$ cat src/rtl/boxhead_fb_pkg.sv
// Shared frame-buffer types and constants for the copy engines and program port.
package boxhead_fb_pkg;

  localparam int SCREEN_W  = 640;
  localparam int SCREEN_H  = 480;
  localparam int FB_ADDR_W = 20;

  // Colour the copy engines treat as "do not draw".
  localparam logic [15:0] TRANSPARENT_COLOR = 16'h07E0;

  typedef logic [FB_ADDR_W-1:0] fb_addr_t;

  typedef struct packed {
    fb_addr_t    addr;
    logic [15:0] data;
  } fb_write_t;

  // Linear pixel offset y*640+x built from shifts and adds (640 = 512 + 128),
  // so no multiplier is inferred. Fits 19 bits for any on-screen pixel.
  function automatic logic [18:0] pixel_offset(input logic [9:0] x, input logic [9:0] y);
    return {y, 9'd0} + {2'd0, y, 7'd0} + {9'd0, x};
  endfunction

endpackage

$ cat src/rtl/fb_sync_fifo.sv
// Synchronous first-word-fall-through FIFO. Pointers carry one extra MSB so
// that a full FIFO (level == Depth) and an empty one (level == 0) differ.
// A push while full succeeds only if a pop happens in the same cycle.
module fb_sync_fifo #(
  parameter int Width = 36,
  parameter int Depth = 16
) (
  input  logic                     clk,
  input  logic                     reset_n,
  input  logic                     push,
  input  logic [Width-1:0]         push_data,
  input  logic                     pop,
  output logic [Width-1:0]         head,
  output logic                     full,
  output logic                     empty,
  output logic [$clog2(Depth):0]   level
);

  localparam int PW = $clog2(Depth);

  logic [Width-1:0] mem [Depth];
  logic [PW:0]      wptr;
  logic [PW:0]      rptr;
  logic             do_push;
  logic             do_pop;

  assign do_pop  = pop && !empty;
  assign do_push = push && (!full || do_pop);

  // Storage is not reset; the pointers alone define which entries are live.
  always_ff @(posedge clk) begin
    if (do_push) begin
      mem[wptr[PW-1:0]] <= push_data;
    end
  end

  // Read/write pointers, wrapping modulo Depth in their low bits.
  always_ff @(posedge clk) begin
    if (!reset_n) begin
      wptr <= '0;
      rptr <= '0;
    end else begin
      if (do_push) wptr <= wptr + 1'b1;
      if (do_pop)  rptr <= rptr + 1'b1;
    end
  end

  assign level = wptr - rptr;
  assign full  = (level == (PW+1)'(Depth));
  assign empty = (level == '0);
  assign head  = mem[rptr[PW-1:0]];

endmodule

$ cat src/rtl/frame_program_port.sv
// Receiving end of the pixel program bus. Clips each pixel to the screen,
// turns it into a linear frame-buffer address in the selected draw buffer,
// queues it and hands it to the SRAM controller.
//
// Handshake (SRAM side): wr_valid/wr_addr/wr_data describe the oldest queued
// write; the entry transfers on a cycle where wr_valid && wr_ready, and while
// wr_valid=1 with wr_ready=0 the address and data are held unchanged. The
// source side has no backpressure: a pixel that finds the FIFO full (and no
// transfer that same cycle) is dropped and flagged in the sticky overflow bit.
module frame_program_port
  import boxhead_fb_pkg::*;
#(
  parameter int FifoDepth = 16,
  parameter int AddrWidth = 20
) (
  input  logic                        clk,
  input  logic                        reset_n,
  input  logic [9:0]                  program_x,
  input  logic [9:0]                  program_y,
  input  logic [15:0]                 program_data,
  input  logic                        program_write,
  input  logic                        draw_buffer,
  input  logic                        overflow_clear,
  output logic                        wr_valid,
  output logic [AddrWidth-1:0]        wr_addr,
  output logic [15:0]                 wr_data,
  input  logic                        wr_ready,
  output logic                        idle,
  output logic [$clog2(FifoDepth):0]  fifo_level,
  output logic                        overflow
);

  logic      in_range;
  logic      accept;
  logic      stage_valid;
  fb_write_t stage_entry;
  fb_write_t head;
  logic      fifo_full;
  logic      fifo_empty;
  logic      pop;
  logic      drop;

  assign in_range = (program_x < 10'(SCREEN_W)) && (program_y < 10'(SCREEN_H));
  assign accept   = program_write && in_range;

  // Stage 1: register the clipped pixel with its address; buffer bit on top.
  always_ff @(posedge clk) begin
    if (!reset_n) begin
      stage_valid <= 1'b0;
      stage_entry <= '0;
    end else begin
      stage_valid <= accept;
      if (accept) begin
        stage_entry.addr <= {draw_buffer, pixel_offset(program_x, program_y)};
        stage_entry.data <= program_data;
      end
    end
  end

  assign pop  = wr_valid && wr_ready;
  assign drop = stage_valid && fifo_full && !pop;

  // Stage 2: the FIFO takes the staged entry unless it is full with no pop.
  fb_sync_fifo #(
    .Width ($bits(fb_write_t)),
    .Depth (FifoDepth)
  ) u_fifo (
    .clk       (clk),
    .reset_n   (reset_n),
    .push      (stage_valid),
    .push_data (stage_entry),
    .pop       (pop),
    .head      (head),
    .full      (fifo_full),
    .empty     (fifo_empty),
    .level     (fifo_level)
  );

  // Sticky drop flag; a drop in the same cycle beats a clear request.
  always_ff @(posedge clk) begin
    if (!reset_n) begin
      overflow <= 1'b0;
    end else if (drop) begin
      overflow <= 1'b1;
    end else if (overflow_clear) begin
      overflow <= 1'b0;
    end
  end

  // Head presentation is forced to zero while empty so stale storage never shows.
  always_comb begin
    wr_valid = !fifo_empty;
    wr_addr  = '0;
    wr_data  = '0;
    if (!fifo_empty) begin
      wr_addr = AddrWidth'(head.addr);
      wr_data = head.data;
    end
  end

  assign idle = !stage_valid && fifo_empty;

endmodule

$ cat config.mk
export PLATFORM = sky130hd
export DESIGN_NAME = frame_program_port
export DESIGN_NICKNAME = d
export VERILOG_FILES = /design/src/rtl/boxhead_fb_pkg.sv /design/src/rtl/fb_sync_fifo.sv /design/src/rtl/frame_program_port.sv
export SDC_FILE = /design/constraint.sdc
export NUM_CORES = 1
export LEC_CHECK = 0
export ABC_AREA = 1
export BUFFER_PORTS_ARGS = -buffer_cell sky130_fd_sc_hd__clkbuf_2
export CAP_MARGIN = 10
export CORE_MARGIN = 3
export CORE_UTILIZATION = 29
export CTS_BUF_LIST = sky130_fd_sc_hd__clkbuf_16
export DETAILED_ROUTE_END_ITERATION = 16
export HOLD_SLACK_MARGIN = 0.15
export PLACE_DENSITY = 0.43
export SLEW_MARGIN = 20
export SYNTH_ARGS = -nofsm -noshare
export SYNTH_HDL_FRONTEND = slang
export SYNTH_SLANG_ARGS = --single-unit
$ cat constraint.sdc
create_clock -name clk -period 4.41 [get_ports clk]
set_input_delay 0.441 -clock clk [delete_from_list [all_inputs] [get_ports clk]]
set_output_delay 0.441 -clock clk [all_outputs]
set_load 0.01 [all_outputs]
==> metrics, run 1 <==
Yosys reg bits=~630; final core utilization=between 30 and 40%; NumNets Final=approximately 2,300; CP max stage delay=between 0.5 and 0.6 ns; Pleak=10.8 nW; worst clock skew=0.0247 ns; Synth area leader=edfxtp_1; Area growth syn-to-layout=16.9%; path depth of the worst reg2reg path=13; Top FF cell, synth=edfxtp_1; initial core utilization=between 20% and 30%; syn nets=between 2,000 and 2,500; PnR worst setup slack=0.765 ns; GR Util All Layers=~16%; Clock Latency Late Sink=a little over 0.6 ns; Final HPWL DP=~43,000 microns; max-slew violations=0; CTS resizes=0; CP cell instances=buf_12 > buf_16 > nand2_1 > nand2_1 > a21oi_1 > o21ai_0 > o21ai_0 > a21oi_1 > clkbuf_2; Hold Path Class=in2reg; Yosys top cell area share=67.7%; worst setup path class=reg2out; maximum number of pins on one net before global-route repair=~220; # port buffers=85; critical path peak fanout=between 150 and 200; Switching Fraction=around 27%; core area=87,000 sq um; first-pass GRT wire length=~110,000 microns; CTS sink count=628; Antenna diodes=0; initial antenna violation count=0; Reg clk slew, reported paths=about 0.06 ns; Die Height=between 300 and 400 microns; Post-Syn Area per Cell=11.9 sq um; ys async rst share=0%; total stage count of the critical path=9; placed cell areas=27,500 sq um; DR vias=~17,000; synth top area cells=edfxtp_1 68%, nand2_1 9.1%, a21oi_1 5.2%; CTS root buf=clkbuf_16; WHS Path Cells=3; worst path required time=slightly below 4 ns; Design Power=roughly 14 mW; die width=just over 300 microns; Post-Layout Cell Count=roughly 3,500; Vias/cell=4.85; vias in the first global route=about 17,000; Logic pwr share=13.8%; Overflow after GRT=0; WL final=about 75,000 microns; Worst Max-Slew Pin Slew=about 0.9 ns; synthesized cell area=~26,000 sq um; fin crit period=approximately 3.6 ns; endpoint class of the critical path=output port; cell area after layout=about 30,000 sq um; Die ar.=between 90,000 and 100,000 sq um; max-cap viol count=0; DRT iter0 DRCs=1,333; Post-Route M1 WL=~35,000 microns; Routability Congestion=between 0.7 and 0.8; worst rel slew slack=about 39%; layout cells sized above 1=a little under an eighth; Syn. warnings=0; H-Tree Depth=3; DR WL/cell=21.8 microns; CP max-delay cell=buf_16; pwr/cell area=roughly 480 nW/um^2; Post-synth EDFFs=roughly 580; Post-CTS Setup Repair Bufs=0; post-synthesis cell count=2,151; met2 routed WL=35,900 microns; WP data arrival=between 3 and 4 ns; Min Hold Slack=roughly 0.22 ns; met3 wire len=approximately 2800 microns; worst slack, placed=a little over 0.9 ns; Inst Count DP=between 3,000 and 4,000; CTS tree=built; top routing layer used=met4; drt first pass iters=6; hold bufs inserted after CTS=21; P_sw=roughly 3.8 mW; post-synthesis sequential area ratio=71.7%; Setup-failing EPs final=0; DRC violations left=0; num rows=108; Tcrit/Tclk final=82.7%; antenna viol nets, final=0; Sequential Power Share=46.7%; maximum vdd drop=between 0.0003 and 0.0004 V; status=finished, final reports clean; setup_tns=0 ns; Final Hold Viols=0; CP Buf/Inv Count=3; Pint=roughly 10 mW; TritonCTS buffer count=70; fmax=around 0.27 GHz; I/O pin total=86; Clock power frac=between 30% and 40%; synth unique cells=34; Clock Tree Buf Depth=3; family with the most delay on the worst path=buffers and inverters; RSZ-0062 raised after global routing=no; CP Launch Type=register
per-layer routing:
layer	GRT usage [%]	vias up
met2	26.8	327
li1	-	7880
met1	22.5	8459
met5	0	-
met4	4.35	0
met3	2.68	102
Yosys cell counts (4+ instances only):
cell / number
nand2_1: 617
edfxtp_1: 576
a21oi_1: 265
nand3_1: 220
a22oi_1: 84
clkbuf_1: 59
nor2_1: 58
buf_2: 54
dfxtp_1: 52
inv_1: 37
ha_1: 28
o21ai_0: 25
buf_1: 10
o21ai_1: 10
buf_4: 7
nand2_2: 7
xor2_1: 7
xnor2_1: 5
inv_2: 4
flip-flops by register name (all words and copies together) (netlist names), named ones only:
register	flops
overflow	1
stage_entry	36
stage_valid	1
u_fifo.mem	576
u_fifo.rptr	5
u_fifo.wptr	5
worst paths after layout:
check                                   start                      endpoint  slack (ns)
setup / recovery                     register                   wr_addr[14]        0.76
hold / removal                    draw_buffer  stage_entry[35]$_SDFFE_PN0P_        0.22
setup reg to reg  u_fifo.wptr[0]$_SDFFE_PN0P_   u_fifo.mem[7][27]$_DFFE_PP_        0.93
hold reg to reg         overflow$_SDFFE_PN0P_         overflow$_SDFFE_PN0P_        0.47
logic make-up after synthesis:
family | count (synthesis) | share of synthesized area [%]
compound gates | 390 | 8.52
xor+xnor | 12 | 0.411
fa+ha+maj | 31 | 1.61
buf+inv | 179 | 3.10
flops | 628 | 71.7
simple gates | 911 | 14.6
worst min-delay path: stages:
cell      delay, ns
clkbuf_2       0.09
nand2_1        0.14
a21oi_1        0.09
power groups by stage:
stage | logic, mW | registers (mW) | clock network, mW
2_1_floorplan | 1.27 | 6.69 | 0
3_3_place_gp | 1.97 | 6.76 | 0
3_5_place_dp | 1.98 | 6.77 | 0
4_1_cts | 2.01 | 6.64 | 5.75
5_1_grt | 2.21 | 6.65 | 6.00
6_report | 1.96 | 6.64 | 5.60
layout by cell type (no fill, tap or decap), drive strengths merged, types with 2 or more instances in the layout:
cell type,instances
xor2,7
edfxtp,576
buf,50
clkinv,37
ha,28
o21bai,2
nand2,624
dfxtp,52
nor2,60
xnor2,5
nand3,220
a22oi,84
fa,3
nand3b,2
bufinv,4
o21ai,35
inv,61
a21oi,265
nand4,3
clkbuf,158
o21a,2
dlygate4sd3,21
final cells by class:
class,instances,area (sq um)
clock inverter,56,364
timing repair buffer,156,1160
tap,1155,1450
inverter,46,185
fill,8710,57100
clock buffer,73,1830
sequential,628,18400
multi-input combinational,1344,6560
Power figures use the tool's default switching activity.
==> run 2: changes to the inputs <==
--- a/config.mk
+++ b/config.mk
@@ -13,7 +13,7 @@
 export CTS_BUF_LIST = sky130_fd_sc_hd__clkbuf_16
 export DETAILED_ROUTE_END_ITERATION = 16
 export HOLD_SLACK_MARGIN = 0.15
-export PLACE_DENSITY = 0.43
+export PLACE_DENSITY = 0.45
 export SLEW_MARGIN = 20
 export SYNTH_ARGS = -nofsm -noshare
 export SYNTH_HDL_FRONTEND = slang
==> constraint.sdc (replaced) <==
create_clock -name clk -period 3.1 [get_ports clk]
set_input_delay 0.31 -clock clk [delete_from_list [all_inputs] [get_ports clk]]
set_output_delay 0.31 -clock clk [all_outputs]
set_load 0.01 [all_outputs]
==> metrics, run 2 (synthesized netlist as in run 1, its figures left out) <==
crit path launch=u_fifo.wptr[0]$_SDFFE_PN0P_; Area growth syn-to-layout=21.5% (was 16.9%); # port buffers=85 (unchanged); DRC violations left=0 (unchanged); status=finished, final reports clean (unchanged); Pint=15.5 mW (was 10.4 mW); Design Power=21.1 mW (was 14.2 mW); Routability Congestion=0.790 (was 0.760); vias in the first global route=16,800 (about the same); antenna viol nets, final=0 (unchanged); Antenna diodes=0 (unchanged); first-pass GRT wire length=109,000 microns (was 112,000 microns); max-cap viol count=0 (unchanged); CP Buf/Inv Count=6 (was 3); maximum number of pins on one net before global-route repair=118 (was 224); Reg2Reg Capture Point=u_fifo.mem[7][31]$_DFFE_PP_ (was u_fifo.mem[7][27]$_DFFE_PP_); most frequent cells in the layout=614 x nand2_1, 576 x edfxtp_1, 263 x a21oi_1, 218 x nand3_1, 85 x clkbuf_2 (was 617 x nand2_1, 576 x edfxtp_1, 265 x a21oi_1, 220 x nand3_1, 85 x clkbuf_2); worst rel slew slack=38.1% (was 38.9%); I/O pin total=86 (unchanged); Hold Path Class=in2reg (unchanged); NumNets Final=2,354 (was 2,319); CTS sink count=628 (unchanged); CTS tree=built (unchanged); critical path peak fanout=6 (was 155); Overflow after GRT=0 (unchanged); Vias/cell=4.84 (was 4.85); DRT iter0 DRCs=1,235 (was 1,333); total stage count of the critical path=14 (was 9); Reg clk slew, reported paths=0.06 ns (about the same); layout cells sized above 1=14.1% (was 11.6%); Final HPWL DP=43,000 microns (was 42,800 microns); initial core utilization=29.4% (unchanged); CP cell instances=inv_2 > ha_4 > inv_2 > fa_2 > nand3_2 > nand2_1 > nand2_2 > nand2_4 > inv_2 > nor2_4 > buf_12 > buf_16 > nor2_1 > clkbuf_2 (was buf_12 > buf_16 > nand2_1 > nand2_1 > a21oi_1 > o21ai_0 > o21ai_0 > a21oi_1 > clkbuf_2); DR vias=16,900 (was 16,800); Pleak=11.2 nW (was 10.8 nW); family with the most delay on the worst path=buffers and inverters (unchanged); PnR worst setup slack=0.0968 ns (was 0.765 ns); Clock power frac=40.3% (was 39.5%); Tcrit/Tclk final=between 90% and 100%; worst path required time=2.79 ns (was 3.97 ns); path depth of the worst reg2reg path=13 (unchanged); RSZ-0062 raised after global routing=yes (was no); CP Launch Type=register (unchanged); worst clock skew=0.0224 ns (was 0.0247 ns); maximum vdd drop=0.000371 V (was 0.000315 V); final core utilization=35.7% (was 34.3%); worst setup path class=reg2out (unchanged); CTS root buf=clkbuf_16 (unchanged); Worst Max-Slew Pin Slew=0.927 ns (was 0.915 ns); cell area after layout=31,000 sq um (was 29,900 sq um); Inst Count DP=3,325 (was 3,307); CP Capture Point=wr_data[8] (was wr_addr[14]); max-slew violations=0 (unchanged); die width=303 microns (unchanged); WP data arrival=2.69 ns (was 3.20 ns); Final Hold Viols=0 (unchanged); WL final=74,200 microns (was 75,400 microns); P_sw=5.62 mW (was 3.82 mW); H-Tree Depth=3 (unchanged); fin crit period=3.00 ns; Clock Tree Buf Depth=3 (unchanged); CP max stage delay=0.37 ns (was 0.51 ns); worst slack, placed=0.151 ns (was 0.907 ns); endpoint class of the critical path=output port (unchanged); GR Util All Layers=15.9% (was 16.4%); pwr/cell area=679 nW/um^2 (was 475 nW/um^2); Critical R2R Launch=u_fifo.rptr[2]$_SDFFE_PN0N_ (was u_fifo.wptr[0]$_SDFFE_PN0P_); max reg flops=576 (unchanged); placed cell areas=28,000 sq um (was 27,500 sq um); core area=87,000 sq um (unchanged); Die Height=303 microns (unchanged); Sequential Power Share=44.8% (was 46.7%); fmax=~0.33 GHz; TritonCTS buffer count=71 (was 70); CP max-delay cell=fa_2 (was buf_16); Clock Latency Late Sink=0.62 ns (was 0.61 ns); Setup-failing EPs final=0 (unchanged); R2R Setup Slk=0.33 ns (was 0.93 ns); DR WL/cell=21.2 microns (was 21.8 microns); initial antenna violation count=1 (was 0); commonest non-fill, non-tap cell in the layout=nand2_1 (unchanged); CP most frequent cell=inv_2; Switching Fraction=26.7% (was 26.9%); Logic pwr share=14.9% (was 13.8%); Post-Layout Cell Count=3,495 (was 3,458); drt first pass iters=5 (was 6); Die ar.=91,800 sq um (unchanged); num rows=108 (unchanged)
[run 2: changes by cell type in the layout (fill, tap and decap cells not counted), sizes merged]
cell / delta
buf: +23
bufinv: +5
clkbuf: +3
clkinvlp: +4
dlygate4sd3: +8
inv: -6
[run 2: power by group through the flow]
stage	clock [mW]	combinational (mW)	sequential [mW]
floorplan	0	1.81	9.52
global placement	0	2.87	9.62
detailed placement	0	2.90	9.62
CTS	8.72	3.08	9.44
global route	9.09	3.50	9.46
finish	8.51	3.14	9.45
[run 2: metal layers]
metal	track usage (%)	share of wire [%]	vias up
li1	-	-	8000
met1	22.8	47	8444
met2	25.2	46	375
met3	2.47	4.1	98
met4	4.13	2.2	0
met5	0	0	-
[run 2: how the worst min path moves through the flow]
stage                                     start                      endpoint  slack [ns]  cells past startpoint
finish                                  reset_n                      register        0.19                      4
global route                            reset_n   u_fifo.wptr[1]$_SDFFE_PN0P_        0.19                      4
CTS                                program_y[8]  stage_entry[34]$_SDFFE_PN0P_        0.16                      4
detailed placement        overflow$_SDFFE_PN0P_         overflow$_SDFFE_PN0P_        0.46                      2
global placement          overflow$_SDFFE_PN0P_         overflow$_SDFFE_PN0P_        0.46                      2
floorplan           u_fifo.rptr[4]$_SDFFE_PN0N_   u_fifo.rptr[4]$_SDFFE_PN0N_        0.45                      2
[run 2: final cells by class]
type,count,area [sq um]
clock buffer,73,1830
clock inverter,59,563
fill,8524,56000
timing repair buffer,190,1990
tap,1155,1450
inverter,46,200
sequential,628,18400
multi-input combinational,1344,6660
[run 2: stage by stage]
step           TNS (ns)  hold slack [ns]
6_report              0            0.187
5_1_grt          -0.388            0.187
4_1_cts               0            0.157
3_5_place_dp          0            0.463
3_3_place_gp          0            0.458
2_1_floorplan    -80.07            0.454
[run 2: repair_timing]
action | CTS | global route
cloned | 3 | 3
setup buffers | 2 | 1
resized for setup | 22 | 22
endpoints found under the hold margin | 35 | 0
setup endpoints to repair | 38 | 37
hold buffers | 29 | 0
pin swaps | 3 | 3
[run 2: tightest hold or removal path, cell delays in order]
cell	delay, ns
clkbuf_2	0.13
buf_4	0.20
nand2_1	0.08
nor2_1	0.04
==> run 3: changes to the inputs <==
--- a/config.mk
+++ b/config.mk
@@ -10,7 +10,6 @@
 export CAP_MARGIN = 10
 export CORE_MARGIN = 3
 export CORE_UTILIZATION = 29
-export CTS_BUF_LIST = sky130_fd_sc_hd__clkbuf_16
 export DETAILED_ROUTE_END_ITERATION = 16
 export HOLD_SLACK_MARGIN = 0.15
 export PLACE_DENSITY = 0.45
==> metrics, run 3 (synthesized netlist as in run 1, its figures left out) <==
status=finished, final reports clean (unchanged); CP max stage delay=0.37 ns (about the same); met2 Usage GRT=25.2% (about the same); endpoint class of the critical path=output port (unchanged); maximum number of pins on one net before global-route repair=118 (unchanged); Die ar.=91,800 sq um (unchanged); worst setup path class=reg2out (unchanged); drt first pass iters=5 (unchanged); max-cap viol count=0 (unchanged); Overflow after GRT=0 (unchanged); Pleak=11.3 nW (was 11.2 nW); critical path peak fanout=6 (unchanged); commonest non-fill, non-tap cell in the layout=nand2_1 (unchanged); Clock Tree Buf Depth=3 (unchanged); worst path required time=2.79 ns (about the same); # port buffers=85 (unchanged); fmax=0.333 GHz (about the same); vias in the first global route=16,800 (about the same); DRC violations left=0 (unchanged); max reg flops=576 (unchanged); Clock Latency Late Sink=0.62 ns (about the same); Reg clk slew, reported paths=0.06 ns (about the same); worst slack, placed=0.151 ns (unchanged); DR WL/cell=21.2 microns (about the same); num rows=108 (unchanged); RSZ-0062 raised after global routing=yes (unchanged); Inst Count DP=3,325 (unchanged); H-Tree Depth=3 (unchanged); Hold Path Class=in2reg (unchanged); Final Hold Viols=0 (unchanged); met3 Use GR=2.48% (was 2.47%); Tcrit/Tclk final=96.9% (about the same); NumNets Final=2,354 (unchanged); Worst Max-Slew Pin Slew=0.941 ns (was 0.927 ns); CP cell instances=inv_2 > ha_4 > inv_2 > fa_2 > nand3_2 > nand2_1 > nand2_2 > nand2_4 > inv_2 > nor2_4 > buf_12 > buf_16 > nor2_1 > clkbuf_2 (unchanged); placed cell areas=28,000 sq um (unchanged); GR Util All Layers=15.9% (about the same); PnR worst setup slack=0.0962 ns (was 0.0968 ns); max-slew violations=0 (unchanged); Routability Congestion=0.790 (unchanged); most frequent cells in the layout=614 x nand2_1, 576 x edfxtp_1, 263 x a21oi_1, 218 x nand3_1, 85 x clkbuf_2 (unchanged); CTS root buf=clkbuf_16 (unchanged); CP max-delay cell=fa_2 (unchanged); setup_tns=0 ns (unchanged); WP data arrival=2.69 ns (about the same); CTS tree=built (unchanged); DR vias=16,900 (about the same); first-pass GRT wire length=109,000 microns (about the same); CP most frequent cell=inv_2 (unchanged); worst clock skew=0.0226 ns (was 0.0224 ns); Antenna diodes=0 (unchanged); TritonCTS buffer count=71 (unchanged); WL final=74,100 microns (was 74,200 microns); pwr/cell area=685 nW/um^2 (was 679 nW/um^2); cell area after layout=31,100 sq um (was 31,000 sq um); Area growth syn-to-layout=21.8% (was 21.5%); Final HPWL DP=43,000 microns (unchanged); Die Height=303 microns (unchanged); CP Launch Type=register (unchanged); I/O pin total=86 (unchanged); CP Buf/Inv Count=6 (unchanged); Setup-failing EPs final=0 (unchanged); final core utilization=35.8% (was 35.7%); Post-Layout Cell Count=3,495 (unchanged); family with the most delay on the worst path=buffers and inverters (unchanged); initial antenna violation count=1 (unchanged); antenna viol nets, final=0 (unchanged); maximum vdd drop=0.000372 V (was 0.000371 V); GRT met1 Usage=22.7% (was 22.8%); DRT iter0 DRCs=1,210 (was 1,235); layout cells sized above 1=14.4% (was 14.1%); core area=87,000 sq um (unchanged); worst rel slew slack=37.2% (was 38.1%); fin crit period=3.00 ns (about the same); Vias/cell=4.83 (was 4.84); CTS sink count=628 (unchanged); most used routing layer=met2 (unchanged); die width=303 microns (unchanged); initial core utilization=29.4% (unchanged)
==> run 3: cell types whose count changed in the layout (fill, tap and decap cells not counted) <==
cell | before | now
clkbuf_8 | 0 | 8
inv_1 | 43 | 35
clkinv_1 | 18 | 10
clkbuf_1 | 0 | 8
==> run 3: through the flow <==
step                hold WS, ns  total power [mW]
floorplan                 0.454              11.3
global placement          0.458              12.5
detailed placement        0.463              12.5
CTS                       0.157              21.5
global route              0.187              22.3
finish                    0.187              21.3
==> run 3: area by class of cell <==
class                      instances  area (sq um)
timing repair buffer             190          1990
clock inverter                    43           503
multi-input combinational       1344          6660
tap                             1155          1450
fill                            8516         55900
clock buffer                      89          1970
inverter                          46           200
sequential                       628         18400
==> run 3: worst reg2reg max path: cells and delay by family, from the launching register on <==
kind	cells	cell delay [ns]
adder cells (fa/ha/maj)	1	0.39
buffers and inverters	3	0.49
flip-flops	1	0.41
AND/OR/NAND/NOR	9	1.15
==> run 3: metal layers <==
metal  part of all wire (%)  vias up
met5                      0        -
met4                    2.2        0
met3                    4.5       95
met2                     46      393
met1                     47     8395
li1                       -     7996
==> run 3: report_power, final <==
| group | switching [mW] | total [mW] | leakage (nW) | internal [mW] |
|---|---|---|---|---|
| registers | 0.168 | 9.45 | 5.78 | 9.28 |
| clock network | 3.43 | 8.73 | 1.21 | 5.30 |
| logic | 2.02 | 3.14 | 4.26 | 1.12 |
==> run 3: timing repair <==
| item | CTS | global route |
|---|---|---|
| resized for setup | 22 | 22 |
| setup buffers | 2 | 1 |
| endpoints found under the setup margin | 38 | 37 |
| pin swaps | 3 | 3 |
| hold endpoints to repair | 35 | 0 |
| cloned | 3 | 3 |
| hold buffers | 29 | 0 |
==> run 3: final timing paths <==
path	startpoint	slack (ns)	endpoint	cells past startpoint
worst min register to register	u_fifo.rptr[4]$_SDFFE_PN0N_	0.49	u_fifo.rptr[4]$_SDFFE_PN0N_	2
worst min-delay path	reset_n	0.19	register	4
worst max-delay path	u_fifo.wptr[0]$_SDFFE_PN0P_	0.1	wr_data[8]	14
worst max register to register	u_fifo.rptr[2]$_SDFFE_PN0N_	0.33	u_fifo.mem[7][31]$_DFFE_PP_	13
